===== config.mk =====
export PLATFORM = sky130hd
export DESIGN_NAME = binary_to_gray_smoother
export DESIGN_NICKNAME = d
export VERILOG_FILES = /design/src/rtl/bin2gray_pkg.sv /design/src/rtl/line_gap_detector.sv /design/src/rtl/binary_to_gray_smoother.sv
export SDC_FILE = /design/constraint.sdc
export NUM_CORES = 1
export LEC_CHECK = 0
export ABC_AREA = 1
export CAP_MARGIN = 10
export CORE_ASPECT_RATIO = 0.7
export CORE_MARGIN = 5
export CORE_UTILIZATION = 50
export CTS_BUF_LIST = sky130_fd_sc_hd__clkbuf_2 sky130_fd_sc_hd__clkbuf_4 sky130_fd_sc_hd__clkbuf_8
export DETAILED_ROUTE_END_ITERATION = 8
export GPL_TIMING_DRIVEN = 0
export HOLD_SLACK_MARGIN = 0.1
export PLACE_DENSITY = 0.79
export SLEW_MARGIN = 10
export SYNTH_ARGS = -nofsm -noshare
export SYNTH_HDL_FRONTEND = slang
export SYNTH_SLANG_ARGS = --single-unit
export TNS_END_PERCENT = 10

===== constraint.sdc =====
create_clock -name iCLK -period 4 [get_ports iCLK]
set_clock_uncertainty 0.15 [all_clocks]
set_input_delay 0.6 -clock iCLK [delete_from_list [all_inputs] [get_ports iCLK]]
set_output_delay 0.6 -clock iCLK [all_outputs]
set_load 0.1 [all_outputs]

===== src/rtl/bin2gray_pkg.sv =====
// Shared types and helpers for the binary-to-gray smoother.
package bin2gray_pkg;

    typedef enum logic [0:0] {
        IDLE = 1'b0,
        RUN  = 1'b1
    } state_t;

    localparam int unsigned WIN_LOG2_DEF = 3;
    localparam int unsigned WIN          = 1 << WIN_LOG2_DEF;
    localparam int unsigned SUM_W        = WIN_LOG2_DEF + 1;
    localparam int unsigned SHIFT        = 12 - WIN_LOG2_DEF;

    // A full window saturates to 4095; otherwise the count is scaled by 4096/WIN.
    function automatic logic [11:0] scale_sum(input logic [6:0] sum, input int unsigned winLog2);
        logic [11:0] sum12;
        sum12 = {5'b0, sum};
        if (32'(sum) == (32'd1 << winLog2)) begin
            return 12'hFFF;
        end
        return sum12 << (12 - winLog2);
    endfunction

endpackage


===== src/rtl/line_gap_detector.sv =====
// Tracks line activity from iDVAL: flags the first valid pixel of a line and the
// cycle on which an iDVAL-low run reaches GAP_CYC.
module line_gap_detector
    import bin2gray_pkg::*;
#(
    parameter int unsigned GAP_CYC = 4
) (
    input  logic iCLK,
    input  logic iRST,
    input  logic iDVAL,
    output logic lineStart,
    output logic lineEnd
);

    localparam logic [7:0] GapLast = 8'(GAP_CYC - 1);
    localparam logic [7:0] GapSat  = 8'(GAP_CYC);

    state_t     state;
    logic [7:0] gapCnt;

    assign lineStart = (state == IDLE) && iDVAL;
    // A valid pixel on the would-be terminating cycle keeps the line alive.
    assign lineEnd   = (state == RUN) && !iDVAL && (gapCnt == GapLast);

    always_ff @(posedge iCLK or negedge iRST) begin
        if (!iRST) begin
            state  <= IDLE;
            gapCnt <= '0;
        end else begin
            case (state)
                IDLE: begin
                    if (iDVAL) begin
                        state  <= RUN;
                        gapCnt <= '0;
                    end
                end
                RUN: begin
                    if (iDVAL) begin
                        gapCnt <= '0;
                    end else if (lineEnd) begin
                        state  <= IDLE;
                        gapCnt <= GapSat;
                    end else begin
                        gapCnt <= gapCnt + 8'd1;
                    end
                end
                default: begin
                    state  <= IDLE;
                    gapCnt <= '0;
                end
            endcase
        end
    end

endmodule


===== src/rtl/binary_to_gray_smoother.sv =====
// Reconstructs gray from a thresholded pixel stream as white density over a sliding window.
// Define BIN2GRAY_EDGE_REPLICATE_EN to fill the whole window with a line's first pixel.
module binary_to_gray_smoother
    import bin2gray_pkg::*;
#(
    parameter int unsigned WIN_LOG2 = 3,
    parameter int unsigned GAP_CYC  = 4
) (
    input  logic        iCLK,
    input  logic        iRST,
    input  logic        iDVAL,
    input  logic [11:0] iDATA,
    output logic        oDVAL,
    output logic [11:0] oDATA
);

    localparam int unsigned WinLen = 1 << WIN_LOG2;
    localparam int unsigned SumW   = WIN_LOG2 + 1;

    logic              pixBit;
    logic              oldest;
    logic [WinLen-1:0] window;
    logic [SumW-1:0]   sum;
    logic              valid1;
    logic              lineStart;
    logic              lineEnd;
    logic              unusedData;

    assign pixBit     = iDATA[11];
    assign oldest     = window[WinLen-1];
    assign unusedData = ^iDATA[10:0];

    line_gap_detector #(
        .GAP_CYC(GAP_CYC)
    ) uGap (
        .iCLK     (iCLK),
        .iRST     (iRST),
        .iDVAL    (iDVAL),
        .lineStart(lineStart),
        .lineEnd  (lineEnd)
    );

    always_ff @(posedge iCLK or negedge iRST) begin
        if (!iRST) begin
            window <= '0;
            sum    <= '0;
            valid1 <= 1'b0;
            oDVAL  <= 1'b0;
            oDATA  <= '0;
        end else begin
            valid1 <= iDVAL;
            if (lineStart) begin
`ifdef BIN2GRAY_EDGE_REPLICATE_EN
                window <= {WinLen{pixBit}};
                sum    <= pixBit ? SumW'(WinLen) : '0;
`else
                window <= {{(WinLen-1){1'b0}}, pixBit};
                sum    <= SumW'(pixBit);
`endif
            end else if (iDVAL) begin
                window <= {window[WinLen-2:0], pixBit};
                sum    <= sum + SumW'(pixBit) - SumW'(oldest);
            end else if (lineEnd) begin
                // Idle with a clean window; the next line start reloads it anyway.
                window <= '0;
                sum    <= '0;
            end

            oDVAL <= valid1;
            if (valid1) begin
                oDATA <= scale_sum(7'(sum), WIN_LOG2);
            end
        end
    end

endmodule


==> run metrics, run 1 <==
Power per Cell Area=690 nW/um^2; WP data required=3250 ps; Crit Path Class=reg2out; dpl cells=221; Total Neg Setup Slack=0 ps; Reg clk slew, reported paths=90 ps; # diodes=0; DRC=0; post-synth top area share=0.456; crit path DAT=2050 ps; layout cell share with drive strength beyond 1=0.238; die area=4170 sq um; cts repair resizes=0; Post-Synth XOR/XNOR Area=0.0118; Mean Syn Cell Area=8.77 sq um; CTS sink cnt=27; Syn. warnings=0; CP max FO=10; FILL cells=228; most frequent cells in the layout=36 x nand2_1, 27 x dfrtp_1, 17 x inv_1; clock root buffer=clkbuf_8; Skew-Pair Late Insertion Delay=270 ps; Worst path slowest cell=clkdlybuf4s50_1; Pre-antenna DRT Iters=4; FP Rows=16; crit-path max cell delay=1130 ps; fmax=0.357 GHz; FF+latch count, synth=27; maximum VDD drop=0.000288 V; Startpoint Class=flip-flop; post-CTS setup repair buffer count=0; Die H=55.6 microns; hold_buf cts=0; vias in the first global route=1060; Nets=212; effective utilization at floorplan=0.525; Clock Power Share=0.131; Post-Synth Simple-Gate Area=0.315; post-synth net total=191; Ports=28; Internal=0.607 mW; largest net degree at the start of global routing=28; final core occ=0.613; WL per Instance=11.9 microns; final setup violation count=0; cell chain of the critical path=buf_4 -> clkdlybuf4s50_1; H-tree levels=1; shortest period the worst path allows=2800 ps; status=finished, final reports clean; main combinational cell family by area after synthesis=simple AND/OR/NAND/NOR gates; MaxCap Viol Count=0; commonest non-fill, non-tap cell in the layout=nand2_1; flop2flop setup slack=2080 ps; Sequential Power Share=0.328; Mapped Cells=169; RSZ-0062 raised after global routing=false; synth-to-layout area growth=16.8%; DRT iter0 DRCs=61; Std-Cell Core Area=2820 sq um; Fin. Hold Viols=0; Longest Clk Path Bufs=2; DP HPWL=2.00 mm; post-synthesis mux area share=0; antenna violations before repair=0; GRT overflow=0; Final ANT Viol Nets=0; Slew Viols, Final=0; Setup crit end kind=output pin; slew margin rel.=0.346; Routed WL=2.67 mm; DR vias/cell=4.99; Die X=75.1 microns; TritonCTS Buffers=3; type of the worst min-delay path=in2async; post-synthesis sequential area ratio=0.456; Final Instance Count excl. Fillers=225; Hold Slack=167 ps; distinct cell type count after synthesis=22; Area contributors post-synth=dfrtp_1 46%, nand2_1 9.1%, nand3_2 6.8%; DR vias=1123; first-pass GRT wire length=4.64 mm; switching pwr=0.587 mW; Port Buffer Count=16; gr usage total=0.138; Compound-Gate Fraction of Synth Area=0.0515; switching portion of total power=0.492; GPL Wtd Cong=0.853; synthesized area=1480 sq um; CTS tree=done; area share of fa/ha/maj cells after synthesis=0.0641; leakage=0.838 nW; Worst-Margin Slew=977 ps; leading area contributor after synthesis=dfrtp_1; Comb power frac=0.541; fin crit share=0.701
[stage by stage]
stage	total power, mW	worst slack, ps	instance area (sq um)
floorplan	0.908	1790	1480
global placement	1.02	1520	1690
detailed placement	1.05	1480	1690
CTS	1.21	1170	1740
global route	1.27	1110	1730
finish	1.19	1200	1730
[power by group through the flow]
stage | clock (mW) | combinational [mW] | sequential (mW)
2_1_floorplan | 0 | 0.397 | 0.511
3_3_place_gp | 0 | 0.629 | 0.394
3_5_place_dp | 0 | 0.649 | 0.398
4_1_cts | 0.165 | 0.652 | 0.393
5_1_grt | 0.169 | 0.705 | 0.401
6_report | 0.156 | 0.646 | 0.392
[critical path: cells and delay by family (launching register included)]
family / cells / cell delay [ps]
buffers and inverters: 2 / 1280
flip-flops: 1 / 500
[sequential cells by signal, indices dropped and copies added, names as in the netlist]
name and flops:
oDATA 4, uGap.gapCnt 8, sum 4, window 8, valid1 1, uGap.state 1
oDVAL 1
[path summary, 6_finish.rpt]
check / start / endpoint / cells past startpoint
worst max register to register: sum[0]$_DFFE_PN0P_ / sum[2]$_DFFE_PN0P_ / 8
worst min-delay path: iRST / uGap.gapCnt[3]$_DFFE_PN0P_ / 1
worst max-delay path: oDATA[8]$_DFFE_PN0P_ / oDATA[4] / 2
min in group iCLK: valid1$_DFF_PN0_ / oDVAL$_DFF_PN0_ / 0
max in group asynchronous: iRST / oDATA[10]$_DFFE_PN0P_ / 1
worst min register to register: valid1$_DFF_PN0_ / oDVAL$_DFF_PN0_ / 0
[cell families (layout without fill, tap and decap cells)]
family	count (synthesis)	in the layout
buf+inv	29	49
flops	27	27
compound gates	14	14
fa+ha+maj	7	7
simple gates	90	90
xor+xnor	2	2
[layer usage]
metal  GRT usage  up-vias  routed length [microns]
met2       0.216       26                     1260
met4      0.0305        0                       25
met3      0.0399        4                      169
met5           0        -                        0
met1       0.189      528                     1210
li1            -      565                        -
[cell usage after synthesis]
library cell	instances
a21o_1	1
a21oi_1	4
a31oi_1	1
buf_2	1
buf_4	9
buf_6	1
dfrtp_1	27
fa_1	1
ha_1	6
inv_1	17
inv_2	1
nand2_1	36
nand2_2	14
nand3_1	13
nand3_2	10
nor2_1	13
nor2_2	2
nor2_4	1
o21a_1	1
o21ai_0	7
or2_2	1
xor2_1	2
[final cells by class]
class,instances,area (sq um),share of cell area
tap,36,45.0,0.0260
inverter,18,67.6,0.0390
multi-input combinational,113,656,0.379
timing repair buffer,16,155,0.0896
buffer,11,83.8,0.0484
sequential,27,676,0.390
clock buffer,3,41.3,0.0238
clock inverter,1,7.51,0.00434
Note: power is estimated with default switching activity, not from simulation.
==> inputs of run 2 (changes only) <==
Settings changed: CORE_UTILIZATION 50 to 48.
Clock period 4 ns to 2.28 ns, I/O delays scaled along.
==> run metrics, run 2 (synthesis gave the netlist of run 1 again) <==
Slew Viols, Final=0 (unchanged); DP HPWL=1.93 mm (was 2.00 mm); DR vias/cell=4.85 (was 4.99); layout cell share with drive strength beyond 1=0.279 (was 0.238); multi-input logic area=656 sq um (unchanged); CP Buf/Inv Count=1 (was 2); Power per Cell Area=1200 nW/um^2 (was 690 nW/um^2); crit-path max cell delay=1120 ps (was 1130 ps); Fin. Hold Viols=0 (unchanged); biggest regs=uGap.gapCnt x8, window x8 (unchanged); Final ANT Viol Nets=0 (unchanged); worst setup path start=oDVAL$_DFF_PN0_ (was oDATA[8]$_DFFE_PN0P_); Register Area=676 sq um (unchanged); WP data required=1790 ps (was 3250 ps); slew margin rel.=0.355 (was 0.346); Crit path depth=1 (was 2); most frequent cells in the layout=36 x nand2_1, 27 x dfrtp_1, 17 x inv_1, 17 x buf_4, 14 x nand2_2 (was 36 x nand2_1, 27 x dfrtp_1, 17 x inv_1); crit path DAT=1730 ps (was 2050 ps); post-CTS setup repair buffer count=0 (unchanged); flop2flop setup slack=390 ps (was 2080 ps); Worst-Margin Slew=966 ps (was 977 ps); MaxCap Viol Count=0 (unchanged); effective utilization at floorplan=0.514 (was 0.525); largest net degree at the start of global routing=28 (unchanged); die area=4320 sq um (was 4170 sq um); vias in the first global route=1041 (was 1060); Die H=56.5 microns (was 55.6 microns); Worst Hold Launch=window[4]$_DFFE_PN0P_; RSZ-0062 raised after global routing=false (unchanged); FILL cells=258 (was 228); dpl cells=221 (unchanged); Pre-antenna DRT Iters=4 (unchanged); final setup violation count=0 (unchanged); Crit path max-delay family=buffers and inverters (unchanged); RR Endpoint=sum[2]$_DFFE_PN0P_ (unchanged); CTS sink cnt=27 (unchanged); pre-CTS WS=13.8 ps (was 1480 ps); Port Buffer Count=16 (unchanged); DRT iter0 DRCs=32 (was 61); Startpoint Class=flip-flop (unchanged); synth-to-layout area growth=16.0% (was 16.8%); # diodes=0 (unchanged); final core occ=0.597 (was 0.613); Reg clk slew, reported paths=90 ps (about the same); worst setup path endpoint=oDVAL (was oDATA[4]); cell chain of the critical path=clkdlybuf4s50_1 (was buf_4 -> clkdlybuf4s50_1); maximum VDD drop=0.000389 V (was 0.000288 V); final worst slack=61.3 ps (was 1200 ps); clock root buffer=clkbuf_8 (unchanged); type of the worst min-delay path=reg2reg (was in2async); worst r2r path cells=8 (unchanged); leakage=0.867 nW (was 0.838 nW); GRT overflow=0 (unchanged); Nets=213 (was 212); Crit Path Class=reg2out (unchanged); antenna violations before repair=0 (unchanged); H-tree levels=1 (unchanged); commonest non-fill, non-tap cell in the layout=nand2_1 (unchanged); fmax=0.451 GHz; GPL Wtd Cong=0.826 (was 0.853); Final Instance Count excl. Fillers=226 (was 225); TritonCTS Buffers=3 (unchanged); RR Startpoint=sum[0]$_DFFE_PN0P_ (unchanged); Total Neg Setup Slack=0 ps (unchanged); Skew-Pair Late Insertion Delay=270 ps (about the same); Std-Cell Core Area=2880 sq um (was 2820 sq um); DR vias=1095 (was 1123); first-pass GRT wire length=4.60 mm (was 4.64 mm); Routed WL=2.59 mm (was 2.67 mm); Ports=28 (unchanged); DRC=0 (unchanged); gr usage total=0.129 (was 0.138); WL per Instance=11.5 microns (was 11.9 microns); Hold Slack=363 ps (was 167 ps); shortest period the worst path allows=2220 ps; fin crit share=0.973; CP max FO=1 (was 10); Longest Clk Path Bufs=2 (unchanged); Die X=76.4 microns (was 75.1 microns); Worst path slowest cell=clkdlybuf4s50_1 (unchanged); FP Rows=16 (unchanged); Setup crit end kind=output pin (unchanged); status=finished, final reports clean (unchanged); CTS tree=done (unchanged)
run 2: cell count changes in the layout (fill, tap and decap cells not counted), sizes merged:
cell	before	now
dlygate4sd3	0	1
dlygate4sd2	0	3
buf	12	20
clkinvlp	1	0
clkbuf	3	4
dlymetal6s2s	0	1
clkdlybuf4s50	15	3
run 2: per-stage QoR:
step / power [mW] / instance area, sq um
6_report: 2.07 / 1720
5_1_grt: 2.21 / 1720
4_1_cts: 2.10 / 1710
3_5_place_dp: 1.83 / 1690
3_3_place_gp: 1.80 / 1690
2_1_floorplan: 1.59 / 1480
run 2: cell type report:
cell class	instances	share of cell area
Clock buffer	4	0.0284
Buffer	11	0.0487
Inverter	18	0.0393
Multi-Input combinational cell	113	0.381
Tap cell	36	0.0262
Timing Repair Buffer	17	0.0836
Sequential cell	27	0.393
run 2: repair_timing:
| item | 4_1_cts | 5_1_grt |
|---|---|---|
| gates resized for setup | 19 | 1 |
| hold endpoints to repair | 0 | 27 |
| hold buffers | 0 | 1 |
| endpoints found under the setup margin | 11 | 1 |
| pin swaps | 0 | 0 |
run 2: metal layers:
| layer | GRT usage | wire, microns |
|---|---|---|
| met5 | 0 | 0 |
| met4 | 0.0449 | 51 |
| met3 | 0.0447 | 139 |
| met2 | 0.211 | 1130 |
| met1 | 0.159 | 1270 |
run 2: power breakdown:
group | internal (mW) | switching (mW) | total, mW | leakage (nW)
combinational | 0.320 | 0.780 | 1.10 | 0.500
clock | 0.137 | 0.142 | 0.279 | 0.0262
sequential | 0.594 | 0.0941 | 0.688 | 0.341
total | 1.05 | 1.02 | 2.07 | 0.867
run 2: how the worst min path moves through the flow:
stage | slack, ps | to | cells after the start
final | 360 | window[5]$_DFFE_PN0P_ | 2
after global routing | 390 | oDVAL$_DFF_PN0_ | 0
after CTS | 360 | oDVAL$_DFF_PN0_ | 0
after detailed placement | 340 | oDVAL$_DFF_PN0_ | 0
after global placement | 340 | oDVAL$_DFF_PN0_ | 0
after floorplan | -100 | oDATA[10]$_DFFE_PN0P_ | 0
